--- src/rtl/out_hex_uart.sv ---
// Word FIFO feeding an 8N1 UART that prints each 16-bit word as four
// uppercase hex digits followed by CR LF.
module out_hex_uart #(
    parameter int CLKS_PER_BIT = 434,
    parameter int FIFO_DEPTH   = 4
) (
    input  logic        clk,
    input  logic        rst_n,
    input  logic [15:0] out_data,
    input  logic        out_valid,
    output logic        out_ready,
    output logic        txd,
    output logic        busy,
    output logic        overflow
);

    localparam int AW = $clog2(FIFO_DEPTH);
    localparam int BW = (CLKS_PER_BIT > 1) ? $clog2(CLKS_PER_BIT) : 1;
    localparam logic [AW:0]   FULL_CNT  = (AW + 1)'(FIFO_DEPTH);
    localparam logic [BW-1:0] BAUD_LAST = BW'(CLKS_PER_BIT - 1);

    typedef enum logic [1:0] {
        IDLE,
        START,
        DATA,
        STOP
    } state_t;

    logic [15:0]   mem [FIFO_DEPTH];
    logic [AW-1:0] wr_ptr;
    logic [AW-1:0] rd_ptr;
    logic [AW:0]   count;
    logic          full;
    logic          empty;
    logic          push;
    logic          pop;
    logic          ovf_q;

    state_t        state_q, state_d;
    logic [BW-1:0] baud_q, baud_d;
    logic [2:0]    bit_q, bit_d;
    logic [2:0]    char_q, char_d;
    logic [15:0]   shadow_q, shadow_d;
    logic          txd_q, txd_d;
    logic [2:0]    bit_nx;
    logic          baud_last;
    logic [3:0]    nib;
    logic [7:0]    cur_char;

    assign full      = (count == FULL_CNT);
    assign empty     = (count == '0);
    assign push      = out_valid && !full;
    assign out_ready = !full;
    assign overflow  = ovf_q;
    assign txd       = txd_q;
    assign busy      = (state_q != IDLE);
    assign bit_nx    = bit_q + 3'd1;
    assign baud_last = (baud_q == BAUD_LAST);

    always_ff @(posedge clk or negedge rst_n) begin
        if (!rst_n) begin
            wr_ptr <= '0;
            rd_ptr <= '0;
            count  <= '0;
            ovf_q  <= 1'b0;
        end else begin
            if (push) wr_ptr <= wr_ptr + 1'b1;
            if (pop)  rd_ptr <= rd_ptr + 1'b1;
            case ({push, pop})
                2'b10:   count <= count + 1'b1;
                2'b01:   count <= count - 1'b1;
                default: count <= count;
            endcase
            if (out_valid && full) ovf_q <= 1'b1;
        end
    end

    // Storage needs no reset; the pointers define what is valid.
    always_ff @(posedge clk) begin
        if (push) mem[wr_ptr] <= out_data;
    end

    always_comb begin
        nib = 4'h0;
        unique case (char_q)
            3'd0:    nib = shadow_q[15:12];
            3'd1:    nib = shadow_q[11:8];
            3'd2:    nib = shadow_q[7:4];
            3'd3:    nib = shadow_q[3:0];
            default: nib = 4'h0;
        endcase
    end

    always_comb begin
        cur_char = 8'h0A;
        unique case (1'b1)
            (char_q < 3'd4): begin
                if (nib < 4'd10) cur_char = 8'h30 + {4'h0, nib};
                else             cur_char = 8'h37 + {4'h0, nib};
            end
            (char_q == 3'd4): cur_char = 8'h0D;
            default:          cur_char = 8'h0A;
        endcase
    end

    always_ff @(posedge clk or negedge rst_n) begin
        if (!rst_n) begin
            state_q  <= IDLE;
            baud_q   <= '0;
            bit_q    <= '0;
            char_q   <= '0;
            shadow_q <= '0;
            txd_q    <= 1'b1;
        end else begin
            state_q  <= state_d;
            baud_q   <= baud_d;
            bit_q    <= bit_d;
            char_q   <= char_d;
            shadow_q <= shadow_d;
            txd_q    <= txd_d;
        end
    end

    always_comb begin
        state_d  = state_q;
        baud_d   = baud_q;
        bit_d    = bit_q;
        char_d   = char_q;
        shadow_d = shadow_q;
        txd_d    = txd_q;
        pop      = 1'b0;
        unique case (state_q)
            IDLE: begin
                txd_d = 1'b1;
                if (!empty) begin
                    pop      = 1'b1;
                    shadow_d = mem[rd_ptr];
                    state_d  = START;
                    txd_d    = 1'b0;
                    baud_d   = '0;
                    bit_d    = '0;
                    char_d   = '0;
                end
            end
            START: begin
                if (baud_last) begin
                    baud_d  = '0;
                    bit_d   = '0;
                    state_d = DATA;
                    txd_d   = cur_char[0];
                end else begin
                    baud_d = baud_q + 1'b1;
                end
            end
            DATA: begin
                if (baud_last) begin
                    baud_d = '0;
                    if (bit_q == 3'd7) begin
                        state_d = STOP;
                        txd_d   = 1'b1;
                    end else begin
                        bit_d = bit_nx;
                        txd_d = cur_char[bit_nx];
                    end
                end else begin
                    baud_d = baud_q + 1'b1;
                end
            end
            STOP: begin
                if (baud_last) begin
                    baud_d = '0;
                    bit_d  = '0;
                    // LF done: drop to IDLE so words are separated by a cycle.
                    if (char_q == 3'd5) begin
                        state_d = IDLE;
                        char_d  = '0;
                        txd_d   = 1'b1;
                    end else begin
                        char_d  = char_q + 3'd1;
                        state_d = START;
                        txd_d   = 1'b0;
                    end
                end else begin
                    baud_d = baud_q + 1'b1;
                end
            end
        endcase
    end

endmodule

--- config.mk ---
export PLATFORM = sky130hd
export DESIGN_NAME = out_hex_uart
export DESIGN_NICKNAME = d
export VERILOG_FILES = /design/src/rtl/out_hex_uart.sv
export SDC_FILE = /design/constraint.sdc
export NUM_CORES = 1
export LEC_CHECK = 0
export CORE_ASPECT_RATIO = 0.7
export CORE_MARGIN = 5
export CORE_UTILIZATION = 45
export CTS_CLUSTER_DIAMETER = 40
export DETAILED_ROUTE_END_ITERATION = 7
export DONT_BUFFER_PORTS = 1
export PLACE_DENSITY = 0.71
export SLEW_MARGIN = 20
export SYNTH_ARGS = -nofsm -noshare
export SYNTH_HDL_FRONTEND = slang
export SYNTH_SLANG_ARGS = --single-unit
--- constraint.sdc ---
create_clock -name clk -period 3 [get_ports clk]
set_input_delay 0.6 -clock clk [delete_from_list [all_inputs] [get_ports clk]]
set_output_delay 0.6 -clock clk [all_outputs]
set_load 0.01 [all_outputs]
; ---- Word level (Yosys, flattened, before mapping)
; Memory sizes are Yosys's and may differ from the RTL's. A register that Yosys moved wholly into a read port is not among the register bits.
; Cells that the tools add are included.
[totals]
regBits = 26
ram_bits = 64
inputBits = 19
out_inout_bits = 4
wordCells = 95
mem_count = 1
[op_classes]
add_sub_neg = 9
magnitude_cmp = 3
n_eq_ne = 20
n_mux = 35
bitwise = 1
reduce_logical = 17
[memory_table]
columns = name, depth, word_bits, read_ports, rd_clocked_by_memory_dff, wr, line
row1 = mem, 4, 16, 1, 1, 1, 29  ; logic [15:0] mem [FIFO_DEPTH];
[op_table]
columns = op, count
row1 = two-way mux 3 bit, 6
row2 = two-way mux 9 bit, 2
row3 = case mux 9 bit (2 select lines), 1
row4 = case mux 4 bit (4 select lines), 1
row5 = case mux 8 bit (2 select lines), 1
row6 = adder 6 x 4 -> 7 bit (first input constant), 2
row7 = == test 3 bit (second input constant), 4
row8 = two-way mux 1 bit, 12
row9 = inequality test 2 bit (second input constant), 6
row10 = case mux 3 bit (2 select lines), 2
row11 = two-way mux 2 bit, 5
row12 = adder 3 x 1 -> 3 bit (second input constant), 3
row13 = adder 9 x 1 -> 9 bit (second input constant), 1
row14 = == test 9 bit (second input constant), 1
row15 = case mux 3 bit (3 select lines), 1
row16 = case mux 2 bit (4 select lines), 1
row17 = two-way mux 7 bit, 1
row18 = == test 2 bit (second input constant), 3
row19 = == test 3 x 2 -> 1 bit (second input constant), 2
row20 = zero test 3 bit, 2
row21 = AND reduction 3 bit, 2
row22 = nonzero test 2 bit, 3
row23 = AND reduction 5 bit, 1
row24 = adder 2 x 1 -> 2 bit (second input constant), 2
row25 = 17 further kinds, 20

; ---- Depth between registers and ports, before layout
[depth]
word_depth = 10
depth_mapped = 11
mapped_depth_nobuf = 10

; ---- Least setup slack after synthesis
; OpenSTA, ideal clock, no wires.
[synth_timing]
kind = register -> register
startpoint = register state_q[0]
endpoint = register count[2]
setup_ns = 0.079
arrival_time_ns = 2.595
required_ns = 2.921
path_slack_ns = 0.326
path_stages_with_launch = 12
path_buffers = 1
period_less_slack_ns = 2.674
path_cell_list = dfrtp_1 > inv_1 > ha_1 > inv_1 > nor2_1 > buf_2 > ha_1 > inv_1 > fa_1 > xor2_1 > nor2_1 > xor2_1
[synth_via]
elab_chain_cells = 4
word_cells_on_any_way = 6
classes_between = 2 x eq/ne / 2 x mux / 2 x reduce/logical
[synth_rtl]
columns = element, line
row1 = from (decl), 39  ; state_t state_q, state_d;
row2 = from (signal assigned), 115  ; state_q <= state_d;
row3 = zero test 2 bit (*), 132  ; unique case (state_q)
row4 = two-way mux 1 bit (*), 132
row5 = via pop, 36  ; logic pop;
row6 = == test 2 x 1 -> 1 bit / == test 2 bit (equally long branches), 69  ; case ({push, pop})
row7 = case mux 3 bit (2 select lines) / nonzero test 2 bit (equally long branches), -
row8 = to (signal assigned), 70  ; 2'b10: count <= count + 1'b1;
row9 = to (signal assigned), 71  ; 2'b01: count <= count - 1'b1;
row10 = to (signal assigned), 72  ; default: count <= count;
row11 = to (decl), 32  ; logic [AW:0] count;
; The timed path passes the listed nets; every way through them passes the cells marked *.
; A chain may end at the register's enable or synchronous reset.

; ---- Final worst setup path
[layout_timing]
startpoint = register char_q[2]
endpoint = register txd_q, in the netlist txd
[layout_via]
elab_chain_cells = 10
word_cells_on_any_way = 21
classes_between = 2 x add/sub / 2 x order compare / 5 x eq/ne / 11 x mux / 1 x reduce/logical
[layout_rtl]
columns = element, line
row1 = from (decl), 42  ; logic [2:0] char_q, char_d;
row2 = from (signal assigned), 118  ; char_q <= char_d;
row3 = "== test 3 x 2 -> 1 bit, or another cell as far along", 85  ; unique case (char_q)
row4 = case mux 4 bit (4 select lines), 85
row5 = "adder 6 x 4 -> 7 bit, or another cell as far along", 99  ; else cur_char = 8'h37 + {4'h0, nib};
row6 = two-way mux 7 bit, 98  ; if (nib < 4'd10) cur_char = 8'h30 + {4'h0, nib};
row7 = case mux 8 bit (2 select lines), 96  ; unique case (1'b1)
row8 = binary-select mux 1 bit (select 3 bit), 163  ; txd_d = cur_char[bit_nx];
row9 = two-way mux 1 bit (implied by the code), 163
row10 = two-way mux 1 bit, 158  ; if (bit_q == 3'd7) begin
row11 = two-way mux 1 bit, 156  ; if (baud_last) begin
row12 = case mux 1 bit (4 select lines) (*), 132
row13 = to (signal assigned), 120  ; txd_q <= txd_d;
row14 = to (decl), 44  ; logic txd_q, txd_d;
; Mark *: on every way between the ends. The rest lies on a longest branch, timed or not. The select of a mux whose other input is x is not followed.

==> results.json <==
{
  "max-slew-margin-rel": 0.3613,
  "cp-end-kind": "register",
  "clock_insertion_delay_worst_skew_ns": 0.35,
  "ys_seq_area_frac": 0.6257,
  "synth_edf_count": 64,
  "period_minus_slack_ns": 2.454,
  "max_freq_ghz": 0.4075,
  "critPathArrivalTime_ns": 2.73,
  "clockBufferDepth": 2,
  "post-route-drc-count": 0,
  "fp.dieH_microns": 95.99,
  "gp_congestion": 0.8125,
  "post_drt_wl_per_cell_microns": 17.94,
  "final_cell_area_sq_um": 5220,
  "synth_top_area_share": 0.4043,
  "yosys.area.top_type": "edfxtp_1",
  "antenna_found_initial": 0,
  "cp_max_fo": 12,
  "p_per_area_nw_per_um2": 1037,
  "critPathRequiredTime_ns": 3.27,
  "start_util": 0.4607,
  "clockRootBuffer": "clkbuf_16",
  "grt_use_total": 0.1434,
  "grt_pass1_wl_microns": 13700,
  "rsz0062_at_grt": "false",
  "finalSetupViolations": 0,
  "final_nets": 360,
  "crit_top_cell": "o211ai_2",
  "tightest_slew_ns": 0.9580,
  "diodes": 0,
  "power_leakage_nw": 1.943,
  "grt_max_degree": 42,
  "cts_tree": "done",
  "dpl.hpwl_microns": 5612,
  "drive_above_1_share": 0.1879,
  "avgSynthCellArea_sq_um": 14.85,
  "vias_per_cell": 5.613,
  "fin_setup_tns_ns": 0,
  "skew_ns": 0.007370,
  "ys_types": 52,
  "cts_htree_levels": 3,
  "dp.cells": 445,
  "fill_cells": 839,
  "critical-path-top-delay-family": "compound AO/OA/AOI/OAI gates",
  "die_w_microns": 132.8,
  "synthCells": 320,
  "fin_cells": 462,
  "hold_viol": 0,
  "place_area_sq_um": 4881,
  "drt-total-wl_microns": 8290,
  "cts.sinks": 106,
  "multiInputGateArea_sq_um": 1682,
  "core_sq_um": 10320,
  "synthArstFlopShare": 0.3962,
  "crit_chain": "inv_1 > ha_1 > a222oi_1 > nor2b_1 > mux2i_1 > o211ai_2 > o211ai_2",
  "rows": 31,
  "ios": 23,
  "num_vias": 2593,
  "drt-initial-drc-count": 151,
  "slowest_delay_ns": 0.61,
  "slew_violations": 0,
  "final_common_cell": "edfxtp_1",
  "clkTransAtPathRegs_ns": 0.07,
  "cts_buffers": 9,
  "max_cap_viol_count": 0,
  "cp_slowest_cell": "a222oi_1",
  "yosys_warnings": 0,
  "synth_nets": 355,
  "min_path_type": "in2async",
  "grt_overflow": 0,
  "first_global_vias": 2627,
  "most-common-layout-cells": "edfxtp_1, dfrtp_1, nand2_1, mux2_2, nor2_1",
  "finalCoreUtilization": 0.5059,
  "worst-setup-path-type": "reg2reg",
  "ys_ff_latch": 106,
  "die_area_sq_um": 12750,
  "crit_buf_inv": 1,
  "status": "finished clean",
  "ff_latch_area_sq_um": 2974,
  "synth.top_cells.by_area": "edfxtp_1, dfrtp_1, mux4_2",
  "period_share": 0.8181,
  "final_antenna_net_count": 0,
  "syn_area_sq_um": 4753,
  "cts_resized": 0,
  "vdd_drop_max_mv": 0.4207,
  "first_pass_iters": 4,
  "area_growth_pct": 9.818,
  "synth-main-ff-cell": "edfxtp_1",
  "startpoint_type": "register",
  "portBuffers": 0
}
==> logic make-up (layout without fill, tap and decap cells) <==
| group | after synthesis | after routing | share of synthesized area |
|---|---|---|---|
| xor gates and xnor gates | 8 | 8 | 0.01474 |
| muxes | 42 | 42 | 0.1366 |
| adders and majority gates | 16 | 16 | 0.04370 |
| and+or+nand+nor | 79 | 79 | 0.08686 |
| AOI/OAI and AO/OA | 48 | 48 | 0.07186 |
| buffers and inverters | 21 | 31 | 0.02053 |
| DFF | 106 | 106 | 0.6257 |
==> stage by stage <==
step                power [mW]  hold WS (ns)  setup slack (ns)
global route             5.797       0.07107            0.2994
CTS                      5.470       0.07796            0.5699
floorplan                3.757        0.3044            0.3261
detailed placement       4.202        0.3056            0.5885
finish                   5.412       0.09019            0.5458
global placement         4.120        0.3056            0.6762
==> layer usage <==
| metal | GRT usage | wire (microns) | up-vias |
|---|---|---|---|
| li1 | - | - | 1226 |
| met1 | 0.1896 | 3862 | 1306 |
| met2 | 0.2175 | 3842 | 51 |
| met3 | 0.05277 | 460 | 10 |
| met4 | 0.05709 | 125 | 0 |
| met5 | 0 | 0 | - |
==> final timing paths <==
check	to	from	slack, ns	cells past startpoint
setup / recovery	txd	char_q[2]	0.55	7
hold / removal	baud_q[7]	rst_n	0.09	1
setup reg to reg	txd	char_q[2]	0.55	7
hold reg to reg	shadow_q[14]	shadow_q[14]	0.51	1
max in group asynchronous	baud_q[5]	rst_n	2.69	1
min in group clk	mem[2][11]	out_data[11]	0.34	0
==> sequential cells by signal, indices dropped and copies added, names as in the netlist <==
signal,cells
char_q,3
rd_ptr,2
shadow_q,16
count,3
state_q,2
wr_ptr,2
txd,1
overflow,1
baud_q,9
mem,64
bit_q,3
==> Yosys cell counts, types with 2 or more instances <==
| master | instances |
|---|---|
| mux2_2 | 21 |
| xnor2_1 | 3 |
| o211ai_1 | 2 |
| clkbuf_1 | 3 |
| a21oi_1 | 4 |
| nand3_1 | 5 |
| dfrtp_1 | 41 |
| a22o_1 | 5 |
| edfxtp_1 | 64 |
| a31oi_1 | 2 |
| nor3_1 | 5 |
| o22ai_1 | 2 |
| buf_4 | 2 |
| mux2i_1 | 3 |
| or3_1 | 4 |
| nor2_1 | 20 |
| o211ai_2 | 2 |
| nand2b_1 | 5 |
| nand2_1 | 21 |
| o21ai_0 | 17 |
| buf_2 | 3 |
| mux2_1 | 2 |
| a222oi_1 | 2 |
| and2_1 | 2 |
| and3_1 | 7 |
| ha_1 | 15 |
| mux4_2 | 16 |
| inv_1 | 12 |
| xor2_1 | 5 |
| nor2b_1 | 3 |
==> power by group <==
part           switching (mW)  leakage, nW  internal [mW]  total, mW
Clock                   0.517        0.148          0.734       1.25
Combinational           0.959        0.691          0.903       1.86
Sequential              0.303         1.10           1.99       2.30
Total                    1.78         1.94           3.63       5.41
==> layout make-up <==
cell class | instances | share of cell area
clock buffers | 10 | 0.04386
clock inverters | 6 | 0.01726
inverters | 12 | 0.008629
multi-input cells | 193 | 0.3221
flip-flops and latches | 106 | 0.5697
well taps | 132 | 0.03164
repair buffers | 3 | 0.006711
==> repair_timing <==
action / 4_1_cts / 5_1_grt
hold buffers: 1 / 0
hold endpoints to repair: 41 / 0
endpoints found under the setup margin: 0 / 0
setup buffers: 0 / 0
Power figures use the tool's default switching activity.
